===== src/rtl/icache_axi_rd.sv =====
`timescale 1ns/1ps
// icache_axi_rd: turns an icache line-fill request into one AXI4 INCR read burst
// and forwards each returned beat; protocol anomalies latch a sticky error.
module icache_axi_rd #(
  parameter logic [3:0]  AXI_ID = 4'd0,
  parameter int unsigned DATA_W = 64
) (
  input  logic              clk,
  input  logic              rst,
  input  logic [31:0]       ram_raddr_i,
  input  logic              ram_raddr_valid_i,
  input  logic [7:0]        ram_rmask_i,
  input  logic [3:0]        ram_rsize_i,
  input  logic [7:0]        ram_rlen_i,
  output logic              ram_rdata_ready_o,
  output logic [DATA_W-1:0] ram_rdata_o,
  output logic              arvalid,
  input  logic              arready,
  output logic [31:0]       araddr,
  output logic [7:0]        arlen,
  output logic [2:0]        arsize,
  output logic [1:0]        arburst,
  output logic [3:0]        arid,
  input  logic              rvalid,
  output logic              rready,
  input  logic [DATA_W-1:0] rdata,
  input  logic [1:0]        rresp,
  input  logic              rlast,
  input  logic [3:0]        rid,
  output logic              err_o
);

  typedef enum logic [1:0] {S_IDLE, S_AR, S_R, S_DONE} state_t;

  state_t      r_state;
  state_t      w_next;
  logic [31:0] r_addr;
  logic [7:0]  r_len;
  logic [7:0]  r_cnt;
  logic [2:0]  r_arsize;
  logic        r_err;

  logic [2:0]  w_arsize_map;
  logic        w_size_bad;
  logic        w_accept;
  logic        w_beat;
  logic        w_len_err;
  logic        w_err_set;
  logic        w_unused_rmask;

  // AXI reads are always full-width, so the byte mask has no consumer.
  assign w_unused_rmask = ^ram_rmask_i;

  assign w_accept = (r_state == S_IDLE) && ram_raddr_valid_i;
  assign w_beat   = (r_state == S_R) && rvalid;

  always_comb begin
    w_arsize_map = 3'd3;
    w_size_bad   = 1'b0;
    case (ram_rsize_i)
      4'd1:    w_arsize_map = 3'd0;
      4'd2:    w_arsize_map = 3'd1;
      4'd4:    w_arsize_map = 3'd2;
      4'd8:    w_arsize_map = 3'd3;
      default: w_size_bad   = 1'b1;
    endcase
  end

  always_comb begin
    w_next = r_state;
    case (r_state)
      S_IDLE:  if (ram_raddr_valid_i) w_next = S_AR;
      S_AR:    if (arready) w_next = S_R;
      S_R:     if (rvalid && rlast) w_next = S_DONE;
      S_DONE:  w_next = S_IDLE;
      default: w_next = S_IDLE;
    endcase
  end

  // Length mismatch is only flagged; the burst still ends on rlast alone.
  assign w_len_err = rlast ? (r_cnt != r_len) : (r_cnt == r_len);
  assign w_err_set = (w_accept && w_size_bad) ||
                     (w_beat && (w_len_err || (rresp != 2'b00) || (rid != AXI_ID)));

  always_ff @(posedge clk or negedge rst) begin
    if (!rst) begin
      r_state <= S_IDLE;
    end else begin
      r_state <= w_next;
    end
  end

  always_ff @(posedge clk or negedge rst) begin
    if (!rst) begin
      r_addr   <= '0;
      r_len    <= '0;
      r_cnt    <= '0;
      r_arsize <= '0;
      r_err    <= 1'b0;
    end else begin
      if (w_accept) begin
        r_addr   <= ram_raddr_i;
        r_len    <= ram_rlen_i;
        r_arsize <= w_arsize_map;
        r_cnt    <= '0;
      end else if (w_beat) begin
        r_cnt <= r_cnt + 8'd1;
      end
      if (w_err_set) begin
        r_err <= 1'b1;
      end
    end
  end

  assign arvalid           = (r_state == S_AR);
  assign rready            = (r_state == S_R);
  assign araddr            = r_addr;
  assign arlen             = r_len;
  assign arsize            = r_arsize;
  assign arburst           = 2'b01;
  assign arid              = AXI_ID;
  assign ram_rdata_ready_o = w_beat;
  assign ram_rdata_o       = w_beat ? rdata : '0;
  assign err_o             = r_err;

endmodule


===== config.mk =====
export PLATFORM = sky130hd
export DESIGN_NAME = icache_axi_rd
export DESIGN_NICKNAME = d
export VERILOG_FILES = /design/src/rtl/icache_axi_rd.sv
export SDC_FILE = /design/constraint.sdc
export NUM_CORES = 1
export LEC_CHECK = 0
export BUFFER_PORTS_ARGS = -buffer_cell sky130_fd_sc_hd__buf_2
export CAP_MARGIN = 20
export CORE_UTILIZATION = 33
export CTS_CLUSTER_DIAMETER = 30
export DETAILED_ROUTE_END_ITERATION = 8
export PLACE_DENSITY_LB_ADDON = 0.3
export SLEW_MARGIN = 20
export SYNTH_ARGS = -nofsm -noshare
export SYNTH_HDL_FRONTEND = slang
export SYNTH_SLANG_ARGS = --single-unit
export TNS_END_PERCENT = 10

===== constraint.sdc =====
create_clock -name clk -period 2 [get_ports clk]
set_input_delay 0.2 -clock clk [delete_from_list [all_inputs] [get_ports clk]]
set_output_delay 0.2 -clock clk [all_outputs]
set_load 0.005 [all_outputs]

; Yosys cells after proc, flatten, opt, wreduce, memory -nomap -nowiden
; Index checks and enable logic that the tools add are counted.
[totals]
output_inout_bits = 117
inputBits = 128
ff_bits = 54
elab_cells = 43
[classes]
muxes = 10
n_reduce_logical = 14
n_addsub = 1
n_eq_ne = 12
[ops]
columns = op, n
row1 = 64-bit 2-to-1 mux, 1
row2 = 8-bit 2-to-1 mux, 2
row3 = 8-bit by 1-bit adder with 8-bit output (second input constant), 1
row4 = 8-bit == test, 1
row5 = 8-bit inequality test, 1
row6 = 2-bit one-hot mux with 4 select lines, 1
row7 = 2-bit 2-to-1 mux, 3
row8 = 2-bit one-hot mux with 3 select lines, 1
row9 = 1-bit logical AND, 5
row10 = 2-bit == test (second input constant), 2
row11 = 4-bit by 1-bit == test with 1-bit output (second input constant), 1
row12 = 4-bit by 2-bit == test with 1-bit output (second input constant), 1
row13 = 4-bit by 3-bit == test with 1-bit output (second input constant), 1
row14 = 4-bit == test (second input constant), 1
row15 = 2-bit by 1-bit inequality test with 1-bit output (second input constant), 2
row16 = 2-bit nonzero test, 2
row17 = 4-bit nonzero test, 1
row18 = 4-bit OR reduction, 1
row19 = 1-bit logical OR, 3
row20 = 3-bit AND reduction, 1
row21 = 2-bit by 1-bit == test with 1-bit output (second input constant), 1
row22 = 2-bit zero test, 1
row23 = 1-bit 2-to-1 mux, 2
row24 = 2-bit inequality test (second input constant), 1

; Logic depth before layout (Yosys ltp)
; Gate-level depths: netlist (run 1).
[depth]
word_depth = 6
mapped_depth = 8
mapped_depth_nobuf = 8

; Worst setup path after synthesis (run 1)
; No wires, ideal clock.
[synth_timing]
path_type = register to register
start = reg r_state[0]
end = reg r_cnt[7]
n_path_buf = 0
required_ps = 1868
synth_period_minus_slack_ps = 1540
setup_slack_ps = 460
setup_ps = 132
arrival_time_ps = 1408
stages_incl_launch_ff = 9
cell_sequence = dfrtp_1 -> inv_1 -> ha_1 -> nand2_1 -> inv_1 -> nand4_1 -> nor2_1 -> xnor2_1 -> nor2_1
[synth_via]
elab_chain_cells = 3
word_cells_on_any_way = 6
classes_between = eq/ne: 1 / mux: 1 / reduce/logical: 4
[synth_lines]
columns = element, line_no
row1 = from (decl), 35  ; state_t r_state;
row2 = from (signal assigned), 89  ; r_state <= w_next;
row3 = 2-bit == test, --
row4 = via rready, 25  ; output logic rready,
row5 = 1-bit logical AND, 55  ; assign w_beat = (r_state == S_R) && rvalid;
row6 = via ram_rdata_ready_o, 15  ; output logic ram_rdata_ready_o,
row7 = 2-bit nonzero test (no line), --
row8 = to (signal assigned), 107  ; r_cnt <= r_cnt + 8'd1;
row9 = to (decl), 39  ; logic [7:0] r_cnt;
; The timed path passes the listed nets, and every way through them passes these cells.
; A chain may end at the register's enable or synchronous reset.

; Final worst setup path (run 1)
[layout_timing]
start = reg r_state[0]
end = out ram_rdata_o[60]
[layout_via]
elab_chain_cells = 3
[layout_lines]
columns = element, line_no
row1 = 2-bit == test, 55
row2 = 1-bit logical AND, 55
row3 = 64-bit 2-to-1 mux, 123  ; assign ram_rdata_o = w_beat ? rdata : '0;
row4 = to (decl), 16  ; output logic [DATA_W-1:0] ram_rdata_o,
; Every way passes these cells.

==> flow_metrics.py, run 1 <==
metrics = {
    "run_status": {
        "status": "complete, no violations",
    },
    "detailed_routing": {
        "via_per_inst": 4.593,
        "drt_first_iter_violations": 91,
        "postRouteAntennaNets": 0,
        "first_pass_iters": 4,
        "post_drt_wl_per_cell_um": 14.10,
        "vias": 3082,
        "drt-total-wl_mm": 9.459,
        "drcViolationCount": 0,
    },
    "placement": {
        "port_buffers": 229,
        "placed_cell_area_mm2": 0.004020,
        "place_inst": 659,
        "post-place-ws_ps": 358.8,
        "routabilityCongestion": 0.8437,
        "dp_hpwl_mm": 7.540,
    },
    "yosys": {
        "ys_ff_latch": 53,
        "synth_top_family_by_area": "simple AND/OR/NAND/NOR gates",
        "synth_top_area_share_pct": 47.20,
        "syn_inst": 345,
        "synthMuxAreaShare_pct": 0,
        "synth_common_cells": "131 x nand2_1, 65 x and3_1, 53 x dfrtp_1",
        "synth_fa_ha_area_share_pct": 2.226,
        "synth_top_area_cell": "dfrtp_1",
        "synth_edf_count": 0,
        "synth_xor_xnor_area_share_pct": 5.610,
        "synthArstFlopShare_pct": 100.0,
        "ys.flop_type": "dfrtp_1",
        "yosysMostFrequentCell": "nand2_1",
        "synth_cell_types": 25,
        "synth-simple-area-share_pct": 36.69,
        "synth_area_leaders": "dfrtp_1 47%, nand2_1 17%, and3_1 14%, xnor2_1 4.1%, clkbuf_1 2.9%",
        "syn_avg_cell_area_um2": 8.145,
        "yosysWarningCount": 0,
        "synth_compound_area_share_pct": 2.226,
        "yosysSeqAreaShare_pct": 47.20,
        "synth.cell_area_mm2": 0.002810,
    },
    "power_and_ir_drop": {
        "power_mw": 4.598,
        "p_seq_share_pct": 38.7,
        "clkPwrFrac_pct": 16.6,
        "p_sw_mw": 1.728,
        "irDropWorstVdd_uv": 639.6,
        "power.leakage_nw": 2.700,
        "p_int_mw": 2.870,
        "switching_share_pct": 37.58,
        "comb_power_share_pct": 44.7,
        "powerDensity_mw_per_mm2": 1104,
    },
    "clock_network": {
        "cts_root_buf": "clkbuf_8",
        "cts_max_path_buffers": 2,
        "clock_latency_ps": 300,
        "numCtsBuffers": 5,
        "clk_pin_slew_ps": 100,
        "cts_sinks": 53,
        "cts_tree": "yes",
        "h-tree-depth": 2,
    },
    "timing": {
        "report.final.slew_viol_count": 0,
        "finalCritPeriodShare_pct": 92.86,
        "fin_tns_setup_ps": 0,
        "worst_slack_ps": 142.9,
        "finalSetupViolCount": 0,
        "rsz0062_at_grt": "false",
        "finalHoldViolations": 0,
        "whs_ps": 81.40,
        "fmax_mhz": 538.5,
        "min_period_ps": 1857,
        "skew_ps": 3.747,
    },
    "cells_and_area": {
        "fin_cells": 671,
        "final_nets": 695,
        "stdcell_area_mm2": 0.004165,
        "drive_above_1_share_pct": 43.52,
        "area_delta_synth_final_pct": 48.22,
        "final_util_pct": 50.69,
    },
    "min_path": {
        "hold_class": "primary input to flop",
        "min_from": "ram_raddr_i[2]",
        "holdPathStages": 3,
        "min_to": "araddr[2]$_DFFE_PN0P_",
    },
    "global_route": {
        "grt_pass1_wl_mm": 14.23,
        "first_global_vias": 2907,
        "grt_antenna_before_repair": 3,
        "grt_max_degree": 68,
        "grtUsageTotal_pct": 21.13,
        "grt_overflow": 0,
    },
    "worst_setup_path": {
        "r2r_slack_ps": 340,
        "critPathMaxFanout": 67,
        "critical_path_class": "flop to primary output",
        "timing.rr.end": "r_cnt[7]$_DFFE_PN0P_",
        "startpoint_type": "flop",
        "reg2regPathDepth": 8,
        "worstReg2RegStart": "r_state[0]$_DFFE_PN0P_",
        "cp-end-kind": "primary output",
        "crit_required_ps": 1800,
        "cp.arrival_ps": 1660,
    },
    "die": {
        "initial_core_util_pct": 34.20,
        "die_area_mm2": 0.008889,
        "coreArea_mm2": 0.008217,
        "io_pins": 245,
        "rows": 33,
        "die_x_um": 94.28,
        "die_h_um": 94.28,
    },
    "flow_run": {
        "cap_violations": 0,
    },
}
[repair_timing]
item | CTS | global route
hold buffers | 1 | 0
gates resized for setup | 0 | 3
endpoints found under the setup margin | 0 | 64
setup buffers | 0 | 0
endpoints found under the hold margin | 14 | 0
[state kept, by name (all words and copies together) (netlist names)]
signal,cells
r_cnt,8
araddr,32
arlen,8
r_state,2
err_o,1
arsize,2
[per-layer routing]
layer | global-route usage, % | vias up | wire (um)
li1 | - | 1533 | -
met1 | 24.89 | 1398 | 3860
met4 | 9.103 | 0 | 176
met2 | 35.57 | 137 | 4624
met3 | 6.068 | 14 | 798
met5 | 0 | - | 0
[cell families (layout without fill, tap and decap cells)]
logic type	Yosys count	in the layout
other	2	10
DFF	53	53
buffers and inverters	36	249
xor gates and xnor gates	18	18
and+or+nand+nor	220	220
adders and majority gates	5	5
AOI/OAI and AO/OA	11	11
[worst max path at each step]
stage | from | to | slack (ps) | cells past startpoint
floorplan | r_state[0]$_DFFE_PN0P_ | r_cnt[7]$_DFFE_PN0P_ | 460 | 8
global placement | r_state[0]$_DFFE_PN0P_ | ram_rdata_o[54] | 410 | 5
detailed placement | r_state[0]$_DFFE_PN0P_ | ram_rdata_o[8] | 360 | 5
CTS | r_state[0]$_DFFE_PN0P_ | ram_rdata_o[8] | 5 | 5
global route | r_state[0]$_DFFE_PN0P_ | ram_rdata_o[8] | 20 | 5
finish | r_state[0]$_DFFE_PN0P_ | ram_rdata_o[60] | 140 | 5
[worst max-delay path: stages (launching register included)]
cell,delay [ps]
dfrtp_1,410
inv_1,110
ha_1,210
buf_8,270
and3_1,210
buf_2,130
[cell usage in the layout, fill, tap and decap left out]
cell           count
dfrtp_1           53
bufinv_16          1
a21oi_1            2
o21ai_0            6
xor2_1             5
ha_1               5
clkinvlp_4         1
nor3_2             1
conb_1             7
clkbuf_8           6
o32a_1             1
or3_1              2
nand4_1            5
dlygate4sd3_1      1
inv_1              5
nor4b_1            1
diode_2            3
buf_12             1
a31oi_1            1
nand2_1          131
xnor2_1           13
and2_1             1
buf_2            229
o22ai_1            1
or4_4              1
buf_8              1
nor2_1            10
and3_1            65
buf_4              4
nor3_1             3
[cell type report]
| type | count | area (um^2) |
|---|---|---|
| flip-flops and latches | 53 | 1326 |
| diodes | 3 | 7.507 |
| inverters | 5 | 18.77 |
| clock inverters | 2 | 37.54 |
| fillers | 849 | 4051 |
| clock buffers | 6 | 82.58 |
| multi-input cells | 261 | 1340 |
| repair buffers | 236 | 1221 |
| well taps | 105 | 131.4 |
[power by group through the flow]
| stage | Combinational (mW) | Clock [mW] | Sequential, mW |
|---|---|---|---|
| after floorplan | 1.06 | 0 | 1.82 |
| after global placement | 2.00 | 0 | 1.78 |
| after detailed placement | 2.07 | 0 | 1.79 |
| after CTS | 2.07 | 0.786 | 1.78 |
| after global routing | 2.33 | 0.828 | 1.84 |
| final | 2.05 | 0.763 | 1.78 |
No activity file was read; power rests on OpenSTA's default activity.
==> inputs of run 2 (changes only) <==
--- a/config.mk
+++ b/config.mk
@@ -6,5 +6,5 @@
 export NUM_CORES = 1
 export LEC_CHECK = 0
-export BUFFER_PORTS_ARGS = -buffer_cell sky130_fd_sc_hd__buf_2
+export BUFFER_PORTS_ARGS = -buffer_cell sky130_fd_sc_hd__clkbuf_2
 export CAP_MARGIN = 20
 export CORE_UTILIZATION = 33
@@ -16,3 +16,2 @@
 export SYNTH_HDL_FRONTEND = slang
 export SYNTH_SLANG_ARGS = --single-unit
-export TNS_END_PERCENT = 10
==> constraint.sdc (replaced) <==
create_clock -name clk -period 2 [get_ports clk]
set_input_delay 0.2 -clock clk [delete_from_list [all_inputs] [get_ports clk]]
set_output_delay 0.2 -clock clk [all_outputs]
set_load 0.01 [all_outputs]
==> run 2 against run 1 <==
  * Wire length is 0.16% lower
  * Maximum frequency is 1.5% higher
  * Worst hold slack worse by 2.7 ps
  * Design area hardly changed
  * Die area stayed put
  * First-iteration DRC count is 1.1% higher
  * Sequential share of layout area hardly changed
  * Cell count stayed put
  * Setup slack better by 28 ps
  * Critical endpoint is now ram_rdata_o[53]
  * Largest cell class unchanged
==> flow_metrics.py, run 2 (synthesis gave the netlist of run 1 again) <==
metrics = {
    "clock_network": {
        "cts_root_buf": "clkbuf_8",
        "clk_pin_slew_ps": 90,
        "numCtsBuffers": 5,
        "cts_max_path_buffers": 2,
        "h-tree-depth": 2,
        "cts_sinks": 53,
        "clock_latency_ps": 300,
        "cts_tree": "yes",
    },
    "global_route": {
        "top_usage_layer": "met2",
        "grt_max_degree": 68,
        "grtUsageTotal_pct": 21.12,
        "grt_overflow": 0,
        "grt_pass1_wl_mm": 14.41,
        "grt_antenna_before_repair": 2,
        "gr-usage-met1_pct": 24.14,
        "first_global_vias": 2937,
        "met3_usage_pct": 7.039,
        "grt_use_met2_pct": 35.99,
    },
    "min_path": {
        "hold_class": "primary input to flop",
    },
    "worst_setup_path": {
        "critPathMaxFanout": 67,
        "r2r_slack_ps": 330,
        "path_cells": "inv_1 > ha_1 > buf_12 > and3_1 > clkbuf_2",
        "max_stage_delay_ps": 410,
        "reg2regPathDepth": 8,
        "cp-end-kind": "primary output",
        "worstReg2RegStart": "r_state[0]$_DFFE_PN0P_",
        "cp.arrival_ps": 1630,
        "crit_required_ps": 1800,
        "critical_path_class": "flop to primary output",
        "critPathCapture": "ram_rdata_o[53]",
        "crit_slowest_cell": "dfrtp_1",
        "crit_start": "r_state[0]$_DFFE_PN0P_",
        "startpoint_type": "flop",
        "timing.rr.end": "r_cnt[7]$_DFFE_PN0P_",
    },
    "placement": {
        "routabilityCongestion": 0.8432,
        "port_buffers": 229,
        "dp_hpwl_mm": 7.602,
        "place_inst": 660,
        "placed_cell_area_mm2": 0.004015,
    },
    "power_and_ir_drop": {
        "p_seq_share_pct": 37.0,
        "switching_share_pct": 40.76,
        "irDropWorstVdd_uv": 752.7,
        "power.leakage_nw": 2.670,
        "p_sw_mw": 1.979,
        "clkPwrFrac_pct": 15.5,
        "comb_power_share_pct": 47.5,
        "power_mw": 4.857,
        "p_int_mw": 2.877,
        "powerDensity_mw_per_mm2": 1167,
    },
    "die": {
        "initial_core_util_pct": 34.20,
        "rows": 33,
        "die_x_um": 94.28,
        "io_pins": 245,
        "die_area_mm2": 0.008889,
        "die_h_um": 94.28,
        "coreArea_mm2": 0.008217,
    },
    "cells_and_area": {
        "fin_cells": 671,
        "drive_above_1_share_pct": 43.62,
        "mostFrequentLayoutCells": "229 x clkbuf_2, 131 x nand2_1, 65 x and3_1",
        "final_nets": 696,
        "layout_commonest_cell": "clkbuf_2",
        "largest_reg_flops": 32,
        "area_delta_synth_final_pct": 48.13,
        "stdcell_area_mm2": 0.004163,
    },
    "timing": {
        "max_slew_margin_pct": 66.60,
        "rsz0062_at_grt": "false",
        "finalCritPeriodShare_pct": 91.47,
        "finalHoldViolations": 0,
        "skew_ps": 3.396,
        "fin_tns_setup_ps": 0,
        "finalSetupViolCount": 0,
        "min_period_ps": 1829,
        "report.final.slew_viol_count": 0,
        "worst_pin_slew_ps": 501.0,
        "fmax_mhz": 546.6,
    },
    "detailed_routing": {
        "vias": 3128,
        "drcViolationCount": 0,
        "drt_first_iter_violations": 92,
        "post_drt_wl_per_cell_um": 14.07,
        "first_pass_iters": 4,
        "postRouteAntennaNets": 0,
        "drt-total-wl_mm": 9.444,
        "via_per_inst": 4.662,
    },
    "flow_run": {
        "cap_violations": 0,
    },
    "run_status": {
        "status": "complete, no violations",
    },
}
## run 2: power groups by stage
stage	Clock, mW	Sequential, mW	Combinational [mW]
floorplan	0	1.97	1.15
global placement	0	1.80	2.23
detailed placement	0	1.81	2.31
CTS	0.775	1.80	2.31
global route	0.809	1.86	2.59
finish	0.752	1.80	2.31
## run 2: metrics by stage
| stage | hold WS, ps | utilization, % | setup WS (ps) |
|---|---|---|---|
| global placement | 185.3 | 48.87 | 377.0 |
| global route | 72.58 | 50.66 | 40.70 |
| finish | 78.74 | 50.66 | 170.5 |
| CTS | 70.54 | 50.49 | 72.13 |
| detailed placement | 188.4 | 48.87 | 319.1 |
| floorplan | -95.59 | - | 375.2 |
## run 2: worst max-delay path, delay by kind of cell, from the launching register on
family	cells	cell delay, ps
buf+inv	3	480
fa+ha+maj	1	220
flops	1	410
simple gates	1	210
## run 2: layer usage
layer | vias to the layer above | wire length, um
li1 | 1532 | -
met1 | 1434 | 3791
met2 | 147 | 4585
met3 | 15 | 882
met4 | 0 | 186
met5 | - | 0
## run 2: worst min-delay path by stage
| stage | from | endpoint | cells past startpoint |
|---|---|---|---|
| 2_1_floorplan | rst | araddr[0]$_DFFE_PN0P_ | 0 |
| 3_3_place_gp | rst | araddr[24]$_DFFE_PN0P_ | 1 |
| 3_5_place_dp | rst | araddr[24]$_DFFE_PN0P_ | 1 |
| 4_1_cts | ram_rlen_i[6] | arlen[6]$_DFFE_PN0P_ | 3 |
| 5_1_grt | ram_raddr_i[9] | araddr[9]$_DFFE_PN0P_ | 3 |
| 6_report | ram_rlen_i[6] | arlen[6]$_DFFE_PN0P_ | 3 |
## run 2: timing repair
| action | 4_1_cts | 5_1_grt |
|---|---|---|
| pin swaps | 0 | 0 |
| hold buffers | 1 | 0 |
| buffers inserted | 0 | 0 |
| endpoints found under the setup margin | 13 | 56 |
| resized for setup | 1 | 3 |
| endpoints found under the hold margin | 19 | 0 |
## run 2: layout make-up
type,count,area (um^2)
fillers,821,4054
well taps,105,131.4
repair buffers,237,1221
clock inverters,2,37.54
multi-input cells,261,1340
clock buffers,6,82.58
diodes,2,5.005
flip-flops and latches,53,1326
inverters,5,18.77
==> inputs of run 3 (changes only) <==
- clock period: 2 -> 2.1 ns (I/O delays scaled with it)
==> run 3 against run 2 <==
  * Critical path depth did not move
  * Sequential power fell by 5%
  * Sequential share of layout area rose by 0.096 points
  * Count of clock-buffer cells in the layout rose by 1
  * First-iteration DRC count fell by 14%
  * Clock power fell by 5.5%
  * Non-clock buffer count did not move
  * Total power fell by 5.7%
  * Sequential cell count did not move
  * Critical path type unchanged
==> flow_metrics.py, run 3 (synthesis gave the netlist of run 1 again) <==
metrics = {
    "run_status": {
        "status": "complete, no violations",
    },
    "clock_network": {
        "clock_latency_ps": 300,
        "cts_tree": "yes",
        "clk_pin_slew_ps": 100,
        "cts_sinks": 53,
        "cts_max_path_buffers": 2,
        "numCtsBuffers": 5,
        "post-cts-setup-buffers": 0,
        "h-tree-depth": 2,
        "cts_root_buf": "clkbuf_8",
    },
    "power_and_ir_drop": {
        "p_seq_share_pct": 37.3,
        "power.leakage_nw": 2.668,
        "comb_power_share_pct": 47.2,
        "p_sw_mw": 1.856,
        "irDropWorstVdd_uv": 679.8,
        "p_int_mw": 2.722,
        "powerDensity_mw_per_mm2": 1103,
        "clkPwrFrac_pct": 15.5,
        "switching_share_pct": 40.54,
    },
    "worst_setup_path": {
        "startpoint_type": "flop",
        "worstReg2RegStart": "r_state[0]$_DFFE_PN0P_",
        "r2r_slack_ps": 450,
        "crit_required_ps": 1890,
        "critPathMaxFanout": 67,
        "crit_start": "r_state[0]$_DFFE_PN0P_",
        "cp.arrival_ps": 1700,
        "reg2regPathDepth": 8,
        "cp-end-kind": "primary output",
        "critical_path_class": "flop to primary output",
        "timing.rr.end": "r_cnt[7]$_DFFE_PN0P_",
    },
    "detailed_routing": {
        "drcViolationCount": 0,
        "drt_first_iter_violations": 79,
        "via_per_inst": 4.641,
        "first_pass_iters": 4,
        "vias": 3114,
        "post_drt_wl_per_cell_um": 13.90,
        "drt-total-wl_mm": 9.326,
        "postRouteAntennaNets": 0,
    },
    "flow_run": {
        "cap_violations": 0,
    },
    "timing": {
        "whs_ps": 91.72,
        "finalSetupViolCount": 0,
        "rsz0062_at_grt": "false",
        "report.final.slew_viol_count": 0,
        "min_period_ps": 1908,
        "skew_ps": 9.904,
        "fmax_mhz": 524.2,
        "worst_slack_ps": 192.3,
        "fin_tns_setup_ps": 0,
        "finalHoldViolations": 0,
        "finalCritPeriodShare_pct": 90.84,
    },
    "cells_and_area": {
        "final_util_pct": 50.51,
        "nFillCells": 824,
        "area_delta_synth_final_pct": 47.68,
        "largest_reg_flops": 32,
        "final_nets": 696,
        "ff_latch_area_mm2": 0.001326,
        "layout_commonest_cell": "clkbuf_2",
        "drive_above_1_share_pct": 43.44,
        "mostFrequentLayoutCells": "229 x clkbuf_2, 131 x nand2_1, 65 x and3_1",
        "multi_input_area_mm2": 0.001340,
    },
    "global_route": {
        "grt_overflow": 0,
        "grt_pass1_wl_mm": 14.15,
        "first_global_vias": 2841,
        "grt_max_degree": 68,
        "grtUsageTotal_pct": 20.81,
        "gr-usage-met1_pct": 24.91,
        "grt_antenna_before_repair": 2,
        "grt_use_met2_pct": 35.08,
        "top_usage_layer": "met2",
        "met3_usage_pct": 5.987,
    },
    "min_path": {
        "holdPathStages": 3,
        "min_from": "ram_rlen_i[2]",
        "min_to": "arlen[2]$_DFFE_PN0P_",
        "hold_class": "primary input to flop",
    },
    "die": {
        "coreArea_mm2": 0.008217,
        "die_area_mm2": 0.008889,
        "rows": 33,
        "die_x_um": 94.28,
        "die_h_um": 94.28,
        "io_pins": 245,
        "initial_core_util_pct": 34.20,
    },
    "placement": {
        "port_buffers": 229,
        "post-place-ws_ps": 416.4,
        "dp_hpwl_mm": 7.550,
        "routabilityCongestion": 0.8583,
    },
}
run 3: worst max-delay path, stage by stage (launching register included):
cell      delay (ps)
dfrtp_1          400
inv_1            120
ha_1             200
buf_6            310
and3_1           220
clkbuf_2         140
run 3: what timing repair did:
item | 4_1_cts | 5_1_grt
endpoints found under the hold margin | 11 | 0
hold buffers | 1 | 0
resized for setup | 0 | 1
setup endpoints to repair | 0 | 44
run 3: metal layers:
| layer | part of all wire (%) | vias to the layer above |
|---|---|---|
| li1 | - | 1533 |
| met1 | 42 | 1430 |
| met2 | 48 | 140 |
| met3 | 8.5 | 11 |
| met4 | 1.7 | 0 |
| met5 | 0 | - |
run 3: power by group through the flow:
stage / sequential (mW) / clock, mW / combinational [mW]
finish: 1.71 / 0.711 / 2.16
global route: 1.76 / 0.763 / 2.43
CTS: 1.71 / 0.731 / 2.19
detailed placement: 1.72 / 0 / 2.19
global placement: 1.71 / 0 / 2.13
floorplan: 1.87 / 0 / 1.09
run 3: cell type report:
cell class | instances | share of cell area [%]
repair buffers | 237 | 29.21
diodes | 2 | 0.1206
well taps | 105 | 3.166
inverters | 5 | 0.4522
clock inverters | 1 | 0.7235
multi-input cells | 261 | 32.29
clock buffers | 7 | 2.080
flip-flops and latches | 53 | 31.96
run 3: worst max-delay path by stage:
stage / cells after the start / slack [ps] / end
after floorplan: 8 / 480 / r_cnt[7]$_DFFE_PN0P_
after global placement: 5 / 470 / ram_rdata_o[8]
after detailed placement: 5 / 420 / ram_rdata_o[8]
after CTS: 5 / 70 / ram_rdata_o[8]
after global routing: 5 / 60 / ram_rdata_o[8]
final: 5 / 190 / ram_rdata_o[58]
run 3: metrics by stage:
stage,cell area (um^2),cells,power (mW)
6_report,4150,671,4.578
5_1_grt,4150,671,4.960
4_1_cts,4141,669,4.629
3_5_place_dp,4015,660,3.906
3_3_place_gp,4015,660,3.843
2_1_floorplan,2829,350,2.966
